$ cat config.mk
export PLATFORM = sky130hd
export DESIGN_NAME = ring_buffer_arbiter
export DESIGN_NICKNAME = d
export VERILOG_FILES = /design/src/rtl/ring_buffer_arbiter.sv
export SDC_FILE = /design/constraint.sdc
export NUM_CORES = 1
export LEC_CHECK = 0
export CAP_MARGIN = 15
export CORE_MARGIN = 10
export CORE_UTILIZATION = 34
export CTS_CLUSTER_SIZE = 20
export DETAILED_ROUTE_END_ITERATION = 16
export PLACE_DENSITY_LB_ADDON = 0.25
export SLEW_MARGIN = 20
export SYNTH_ARGS = -nofsm -noshare
export SYNTH_HDL_FRONTEND = slang
export SYNTH_SLANG_ARGS = --single-unit
$ cat constraint.sdc
create_clock -name clk -period 1.7 [get_ports clk]
set_input_delay 0.34 -clock clk [delete_from_list [all_inputs] [get_ports clk]]
set_output_delay 0.34 -clock clk [all_outputs]
set_load 0.01 [all_outputs]
$ cat src/rtl/ring_buffer_arbiter.sv
// Round-robin arbiter granting two producers and one consumer access to an
// external ring buffer, with occupancy tracking and a sticky consistency error.
module ring_buffer_arbiter #(
    parameter int REG_WIDTH = 8,
    parameter int PTR_SIZE  = 3
) (
    input  logic                 clk,
    input  logic                 reset_n,
    input  logic                 w0_req,
    input  logic                 w1_req,
    input  logic [REG_WIDTH-1:0] w0_data,
    input  logic [REG_WIDTH-1:0] w1_data,
    output logic                 w0_gnt,
    output logic                 w1_gnt,
    input  logic                 r_req,
    output logic                 r_gnt,
    output logic                 r_valid,
    output logic [REG_WIDTH-1:0] r_data,
    output logic [1:0]           mode,
    output logic [REG_WIDTH-1:0] WData,
    input  logic [REG_WIDTH-1:0] RData,
    input  logic                 isEmpty,
    input  logic                 isFull,
    output logic [PTR_SIZE:0]    count,
    output logic                 err
);

    localparam int                DEPTH     = 2 ** PTR_SIZE;
    localparam logic [PTR_SIZE:0] DEPTH_CNT = (PTR_SIZE + 1)'(DEPTH);

    typedef enum logic [1:0] {
        SLOT_W0 = 2'd0,
        SLOT_W1 = 2'd1,
        SLOT_R  = 2'd2
    } slot_t;

    typedef enum logic [1:0] {
        MODE_IDLE  = 2'b00,
        MODE_READ  = 2'b01,
        MODE_WRITE = 2'b10
    } mode_t;

    slot_t                ptr;
    slot_t                next_ptr;
    mode_t                mode_q;
    logic [REG_WIDTH-1:0] wdata_q;
    logic [PTR_SIZE:0]    count_q;
    logic                 r_valid_q;
    logic                 err_q;
    logic [2:0]           elig;
    logic [2:0]           gnt;

    function automatic slot_t next_slot(input slot_t s);
        unique case (s)
            SLOT_W0: return SLOT_W1;
            SLOT_W1: return SLOT_R;
            default: return SLOT_W0;
        endcase
    endfunction

    // Eligibility comes from the tracked count only; the buffer flags are
    // used solely for cross-checking. Grants are held low during reset.
    always_comb begin
        elig[SLOT_W0] = reset_n && w0_req && (count_q < DEPTH_CNT);
        elig[SLOT_W1] = reset_n && w1_req && (count_q < DEPTH_CNT);
        elig[SLOT_R]  = reset_n && r_req  && (count_q != '0);
    end

    always_comb begin
        slot_t cand;
        logic  found;
        // NOTE: every variable gets a default before any branch, so no path
        // leaves one unassigned and no latch is inferred.
        gnt      = '0;
        next_ptr = ptr;
        cand     = ptr;
        found    = 1'b0;
        for (int i = 0; i < 3; i++) begin
            if (!found && elig[cand]) begin
                gnt[cand] = 1'b1;
                next_ptr  = next_slot(cand);
                found     = 1'b1;
            end
            cand = next_slot(cand);
        end
    end

    always_ff @(posedge clk or negedge reset_n) begin
        if (!reset_n) begin
            ptr       <= SLOT_W0;
            mode_q    <= MODE_IDLE;
            wdata_q   <= '0;
            count_q   <= '0;
            r_valid_q <= 1'b0;
            err_q     <= 1'b0;
        end else begin
            // NOTE: non-blocking assignments so every register samples the
            // pre-edge values, independent of statement order.
            ptr       <= next_ptr;
            r_valid_q <= (mode_q == MODE_READ);
            err_q     <= err_q
                       || ((mode_q == MODE_WRITE) && isFull)
                       || ((mode_q == MODE_READ)  && isEmpty);
            if (gnt[SLOT_W0]) begin
                mode_q  <= MODE_WRITE;
                wdata_q <= w0_data;
                count_q <= count_q + 1'b1;
            end else if (gnt[SLOT_W1]) begin
                mode_q  <= MODE_WRITE;
                wdata_q <= w1_data;
                count_q <= count_q + 1'b1;
            end else if (gnt[SLOT_R]) begin
                mode_q  <= MODE_READ;
                count_q <= count_q - 1'b1;
            end else begin
                mode_q  <= MODE_IDLE;
            end
        end
    end

    // The buffer presents read data in the cycle r_valid is high.
    assign r_data  = RData;
    assign w0_gnt  = gnt[SLOT_W0];
    assign w1_gnt  = gnt[SLOT_W1];
    assign r_gnt   = gnt[SLOT_R];
    assign mode    = mode_q;
    assign WData   = wdata_q;
    assign count   = count_q;
    assign r_valid = r_valid_q;
    assign err     = err_q;

endmodule

==> key figures, run 1 <==
Power
  – Internal: about 1700 µW
  – Total power draw: approximately 2700 µW
  – Max rail drop VDD: 837 µV
  – Sw power: between 1000 and 1500 µW
  – Gate power share: 0.631
  – Reg power frac: 0.288
  – Clock power frac: 0.081
  – Pleak: between 0.0007 and 0.0008 µW
  – PwrDens: 1520 mW/mm²
  – Switch share: 0.376

Drt
  – Remaining DRCs: 0
  – Via Count: 965
  – Via density: approximately 5.0
  – DRT antenna net count: 0
  – Routed wire per std cell: 17.1 µm
  – DRT Wirelength: approximately 3.3 mm
  – Initial DRC Count: 15
  – 1st-pass router iterations: 4

Run status
  – Status: finished, violations left
  – Failing checks: setup timing

Placement
  – Placed insts: roughly 180
  – Routability cong.: around 0.90
  – PortBufs: just over 40
  – DP Worst Slack: -0.822 ns
  – Dpl cell area: approximately 0.0016 mm²
  – Post-DP HPWL: approximately 2.4 mm

Timing
  – Final setup viols: 17
  – F_max: around 460 MHz
  – Least-Margin Pin Slew: roughly 0.34 ns
  – Final Hold Vio Count: 0
  – Final Cycle Share: 1.27
  – Min Tclk post-route: between 2 and 2.5 ns
  – RSZ-0062 raised after global routing: yes
  – Slew Limit Fails: 0
  – Final Skew: approximately 0.0095 ns
  – Worst setup margin: -0.453 ns
  – Relative slew slack: 0.771

Synthesis
  – Leading area contributor after synthesis: dfrtp_1
  – Asr flop ratio synth: 1.00
  – Synth cell types: 29
  – Syn Nets: between 100 and 150
  – Leading post-synthesis cells by cell area: dfrtp_1 (44%), mux2i_1 (9.8%), buf_4 (6.6%), a21oi_1 (5.9%), nor2_1 (4.0%)
  – Syn Inst Count: between 90 and 100
  – Syn. warnings: 0
  – Ys flop type: dfrtp_1
  – Top cells by count, synth: dfrtp_1 (18), a21oi_1 (12), nor2_1 (11)
  – Syn_area_per_cell: ~10 µm²
  – Number of synthesized flops with an enable pin: 0
  – Mapped Area: a little over 0.001 mm²
  – Most common cell in the synthesized netlist: dfrtp_1
  – Flop and latch count out of synthesis: 18
  – Synth top area share: 0.440
  – Register area share after synthesis: 0.440

Clock network
  – Post-CTS Hold Buffers: 0
  – Num CTS Buffers: 3
  – Max clock buf depth: 2
  – Clock transition at path regs: roughly 0.10 ns
  – CTS Sinks: 18
  – Worst-Skew Late Latency: just under 0.3 ns
  – CTS tree: yes
  – CTS root buf: clkbuf_4
  – CTS H-Tree Depth: 1

Final layout
  – Final-layout fill cell count: roughly 230
  – Final Non-Filler Cells: about 190
  – Area Overhead vs Synth: 73.4%
  – Share of layout cells above drive strength 1: 0.368
  – N_diodes: 0
  – Multi-input logic area: ~580 µm²
  – Final Net Count: 197
  – Final Cell Area: 0.00178 mm²
  – FF/Latch Area: roughly 450 µm²

Worst setup path
  – Worst Setup Path Type: flop to primary output
  – Maximum fanout along the worst path: 2
  – Worst endpoint required time: 1.36 ns
  – Slowest CP cell: dfrtp_2
  – Arr. time, crit path: between 1.5 and 2 ns
  – Worst R2R End: count[2]
  – R2R setup slack: -0.28 ns
  – Buf/Inv on CP: 3
  – FF-to-FF path depth: 9
  – Critical Path Start Type: flop
  – CP peak stage delay: about 0.42 ns
  – Worst Setup End Kind: primary output
  – CP cell instances: inv_2 > ha_4 > nor3b_4 > buf_6 > nor2_4 > a21oi_2 > o22ai_2 > nor2_1 > buf_2
  – Kind of cell adding the most delay to the critical path: flip-flops
  – Reg2reg start: count[0]

Floorplanning
  – Die Height: ~75 µm
  – Core Area: about 0.0028 mm²
  – Die width: 74.9 µm
  – Top-level port count: 58
  – Die ar.: roughly 0.0056 mm²
  – Rows: 19
  – Initial Utilization: 0.362

Global route
  – Grt total ovfl: 0
  – Largest net degree at the start of global routing: 16
  – First-pass GRT wire length: a little over 5 mm
  – Initial antenna violation count: 0
  – Vias in the first global route: a little over 1000
  – Total GRT Usage: 0.116

Worst hold path
  – HP Class: input port to asynchronous set/reset pin

Job
  – Max cap viols: 0
[repair_timing]
item / in CTS / in global routing
setup endpoints to repair: 19 / 20
setup buffers: 11 / 7
pin swaps: 9 / 10
resized for setup: 38 / 16
[flip-flops by register name, indices dropped and copies added, names as in the netlist]
name,cells
WData,8
count,4
err,1
mode,2
ptr,2
r_valid,1
[worst max path at each step]
| stage | from | endpoint | slack [ns] | cells after the start |
|---|---|---|---|---|
| floorplan | count[0] | count[3] | -0.12 | 8 |
| global placement | reset_n | r_gnt | -0.77 | 5 |
| detailed placement | reset_n | r_gnt | -0.82 | 5 |
| CTS | count[0] | w1_gnt | -0.36 | 8 |
| global route | count[0] | w1_gnt | -0.57 | 9 |
| finish | count[0] | w1_gnt | -0.45 | 9 |
[cell type report]
type | instances | area share
Tap cell | 31 | 0.0218
Clock buffer | 4 | 0.0148
Multi-Input combinational cell | 66 | 0.329
Sequential cell | 18 | 0.255
Inverter | 3 | 0.00634
Timing Repair Buffer | 72 | 0.373
[power by group through the flow]
stage                     registers (µW)  clock network [µW]  logic (µW)
after floorplan                      855                   0         558
after global placement               755                   0        1360
after detailed placement             768                   0        1370
after CTS                            770                 226        1610
after global routing                 810                 255        1840
final                                777                 220        1700
[cell families (layout without fill, tap and decap cells)]
| group | Yosys count | after routing | share of synthesized area |
|---|---|---|---|
| AO/OA/AOI/OAI | 24 | 24 | 0.158 |
| XOR/XNOR | 3 | 3 | 0.0256 |
| adder cells (fa/ha/maj) | 2 | 2 | 0.0244 |
| buffers and inverters | 14 | 79 | 0.0989 |
| flip-flops | 18 | 18 | 0.440 |
| multiplexers | 10 | 10 | 0.0977 |
| AND/OR/NAND/NOR | 27 | 27 | 0.156 |
[layer usage]
layer | vias to the layer above | routed length [µm] | GRT usage
li1 | 475 | - | -
met1 | 463 | 1190 | 0.118
met2 | 25 | 1850 | 0.216
met3 | 2 | 272 | 0.0512
met4 | 0 | 8 | 0.0210
met5 | - | 0 | 0
[placed cells by master, fill, tap and decap left out, drive strengths merged, types with 2 or more instances in the layout]
| master | count |
|---|---|
| o22ai | 2 |
| clkbuf | 4 |
| a21oi | 12 |
| nand2 | 3 |
| dlymetal6s2s | 2 |
| nand3b | 2 |
| clkdlybuf4s50 | 33 |
| a2111oi | 2 |
| dlygate4sd2 | 3 |
| and3b | 2 |
| ha | 2 |
| nor2b | 4 |
| mux2i | 10 |
| o21ai | 3 |
| dfrtp | 18 |
| buf | 34 |
| inv | 3 |
| nor2 | 11 |
| xnor2 | 3 |
[stage by stage]
| stage | utilization | setup TNS [ns] | hold WS [ns] |
|---|---|---|---|
| final | 0.628 | -4.03 | 0.238 |
| after global routing | 0.628 | -6.23 | 0.245 |
| after CTS | 0.605 | -2.55 | 0.240 |
| after detailed placement | 0.548 | -10.26 | 0.451 |
| after global placement | 0.548 | -8.95 | 0.445 |
| after floorplan | - | -0.929 | 0.0444 |
[worst reg2reg max path: cells and delay by family (launching register included)]
family / cells / cell delay, ns
compound gates: 2 / 0.37
xor+xnor: 1 / 0.15
fa+ha+maj: 1 / 0.13
buf+inv: 3 / 0.33
flops: 1 / 0.42
mux: 1 / 0.29
simple gates: 1 / 0.23
Power figures use the tool's default switching activity.
==> inputs of run 2 (changes only) <==
- CELL_PAD_IN_SITES_DETAIL_PLACEMENT: unset -> 0
- CELL_PAD_IN_SITES_GLOBAL_PLACEMENT: unset -> 1
- CORE_UTILIZATION: 34 -> 24
- HOLD_SLACK_MARGIN: unset -> 0.08
==> run 2 against run 1 <==
Compared with the run above: the run still ends with setup timing left; global-route usage fell by 3.4 points; sequential share of layout area fell by 0.072 points; die area rose by 30%; non-clock buffer count fell by 2; via count fell by 1.1%; combinational power fell by 4%; wire length fell by 4.8%; critical path depth fell by 4; sequential power fell by 3.0%; clock skew fell by 0.0011 ns; critical path type is now input port to primary output.
==> key figures, run 2 (same netlist as run 1, synthesis figures left out) <==
Final layout
  – Max reg flops: 8
  – N_diodes: 0
  – Commonest non-fill, non-tap cell in the layout: clkdlybuf4s50_1
  – Area Overhead vs Synth: 73.9%
  – Final-layout fill cell count: around 380
  – Most frequent cells in the layout: clkdlybuf4s50_1 (33), buf_4 (24), dfrtp_1 (16)
  – Final Net Count: just under 200
  – Share of layout cells above drive strength 1: 0.335

Job
  – Max cap viols: 0

Timing
  – Relative slew slack: 0.685
  – Final setup viols: 14
  – Final Hold Vio Count: 0
  – Final Skew: 0.00836 ns
  – Worst setup margin: -0.287 ns
  – RSZ-0062 raised after global routing: yes
  – Least-Margin Pin Slew: approximately 0.47 ns
  – Final Cycle Share: 1.17
  – Final Hold Slack: roughly 0.32 ns
  – Min Tclk post-route: approximately 2.0 ns
  – Slew Limit Fails: 0
  – F_max: roughly 500 MHz

Clock network
  – CTS tree: yes
  – CTS Sinks: 18
  – Num CTS Buffers: 3
  – Max clock buf depth: 2
  – CTS root buf: clkbuf_8
  – CTS H-Tree Depth: 1
  – Worst-Skew Late Latency: roughly 0.25 ns
  – Clock transition at path regs: 0.06 ns

Power
  – Reg power frac: 0.280
  – Total power draw: around 2700 µW
  – Internal: 1710 µW
  – Switch share: 0.365
  – Sw power: between 900 and 1000 µW
  – PwrDens: about 1500 mW/mm²
  – Clock power frac: 0.114
  – Gate power share: 0.606
  – Max rail drop VDD: ~850 µV
  – Pleak: roughly 0.00075 µW

Run status
  – Status: finished, violations left
  – Failing checks: setup timing

Global route
  – Grt total ovfl: 0
  – Vias in the first global route: between 1000 and 1500
  – First-pass GRT wire length: 5.01 mm
  – Largest net degree at the start of global routing: 14
  – Initial antenna violation count: 0
  – Total GRT Usage: 0.0828

Drt
  – DRT Wirelength: around 3.2 mm
  – Met1 wire length: between 1 and 1.5 mm
  – Initial DRC Count: 20
  – Via Count: approximately 950
  – 1st-pass router iterations: 4
  – Met3 WL post-DR: 184 µm
  – Remaining DRCs: 0
  – Routed length on met2: 1.77 mm
  – Routed wire per std cell: about 15 µm
  – DRT antenna net count: 0
  – DR top layer: met4
  – Via density: 4.52

Floorplanning
  – Die ar.: approximately 0.0073 mm²
  – Initial Utilization: 0.253
  – Die Height: 85.3 µm
  – Die width: ~85 µm
  – Core Area: ~0.0041 mm²
  – Rows: 23
  – Top-level port count: slightly below 60

Worst setup path
  – Maximum fanout along the worst path: 4
  – CP startpoint: w1_req
  – Arr. time, crit path: 1.65 ns
  – R2R setup slack: -0.18 ns
  – Worst R2R End: count[1]
  – Worst Setup Path Type: input port to primary output
  – Reg2reg start: count[1]
  – Worst endpoint required time: 1.36 ns
  – Worst Setup End Kind: primary output
  – Critical Path Start Type: input port
  – Crit path capture: r_gnt
  – FF-to-FF path depth: 8

Placement
  – Post-DP HPWL: roughly 2.4 mm
  – PortBufs: 41
  – Routability cong.: ~0.78

Worst hold path
  – HP Class: input port to asynchronous set/reset pin
## run 2: changes by cell type in the layout (fill, tap and decap cells not counted), sizes merged
cell / before / now
dlygate4sd2: 3 / 4
dlymetal6s2s: 2 / 1
buf: 34 / 32
## run 2: stage by stage
step	utilization	std cells	setup WS, ns	TNS (ns)	cell area [µm²]
final	0.439	211	-0.287	-2.52	1780
after global routing	0.439	211	-0.329	-3.56	1780
after CTS	0.422	208	-0.264	-1.94	1710
after detailed placement	0.388	200	-0.815	-10.74	1570
after global placement	0.388	200	-0.764	-9.92	1570
after floorplan	-	98	-0.119	-0.929	1030
## run 2: how the worst min path moves through the flow
stage | slack, ns | endpoint | startpoint | depth (start not counted)
after floorplan | 0.04 | WData[0] | reset_n | 0
after global placement | 0.45 | err | err | 1
after detailed placement | 0.47 | err | err | 1
after CTS | 0.31 | ptr[1] | reset_n | 2
after global routing | 0.34 | ptr[1] | reset_n | 2
final | 0.32 | ptr[1] | reset_n | 2
## run 2: power by group through the flow
stage | Clock [µW] | Combinational [µW] | Sequential [µW]
2_1_floorplan | 0 | 558 | 855
3_3_place_gp | 0 | 1400 | 751
3_5_place_dp | 0 | 1400 | 755
4_1_cts | 312 | 1550 | 755
5_1_grt | 343 | 1760 | 783
6_report | 306 | 1630 | 754
## run 2: metal layers
| metal | GRT usage | vias to the layer above |
|---|---|---|
| met5 | 0 | - |
| met2 | 0.154 | 27 |
| met1 | 0.0826 | 451 |
| met3 | 0.0268 | 8 |
| li1 | - | 468 |
| met4 | 0.0329 | 0 |
## run 2: timing repair
action                     CTS  global route
setup endpoints to repair   17            15
buffers inserted             4             4
resized for setup           36            11
hold buffers                 0             0
pin swaps                    9             6
## run 2: critical path: stages
cell,delay (ns)
clkdlybuf4s50_1,0.43
nand3b_2,0.14
o21ai_1,0.14
a2111oi_4,0.40
buf_2,0.19
## run 2: cell type report
cell class                 instances  area (µm²)  area share
clock buffer                       4        45.0      0.0253
inverter                           3        11.3     0.00632
timing repair buffer              70         638       0.358
tap                               50        62.6      0.0351
multi-input combinational         66         572       0.321
sequential                        18         453       0.254
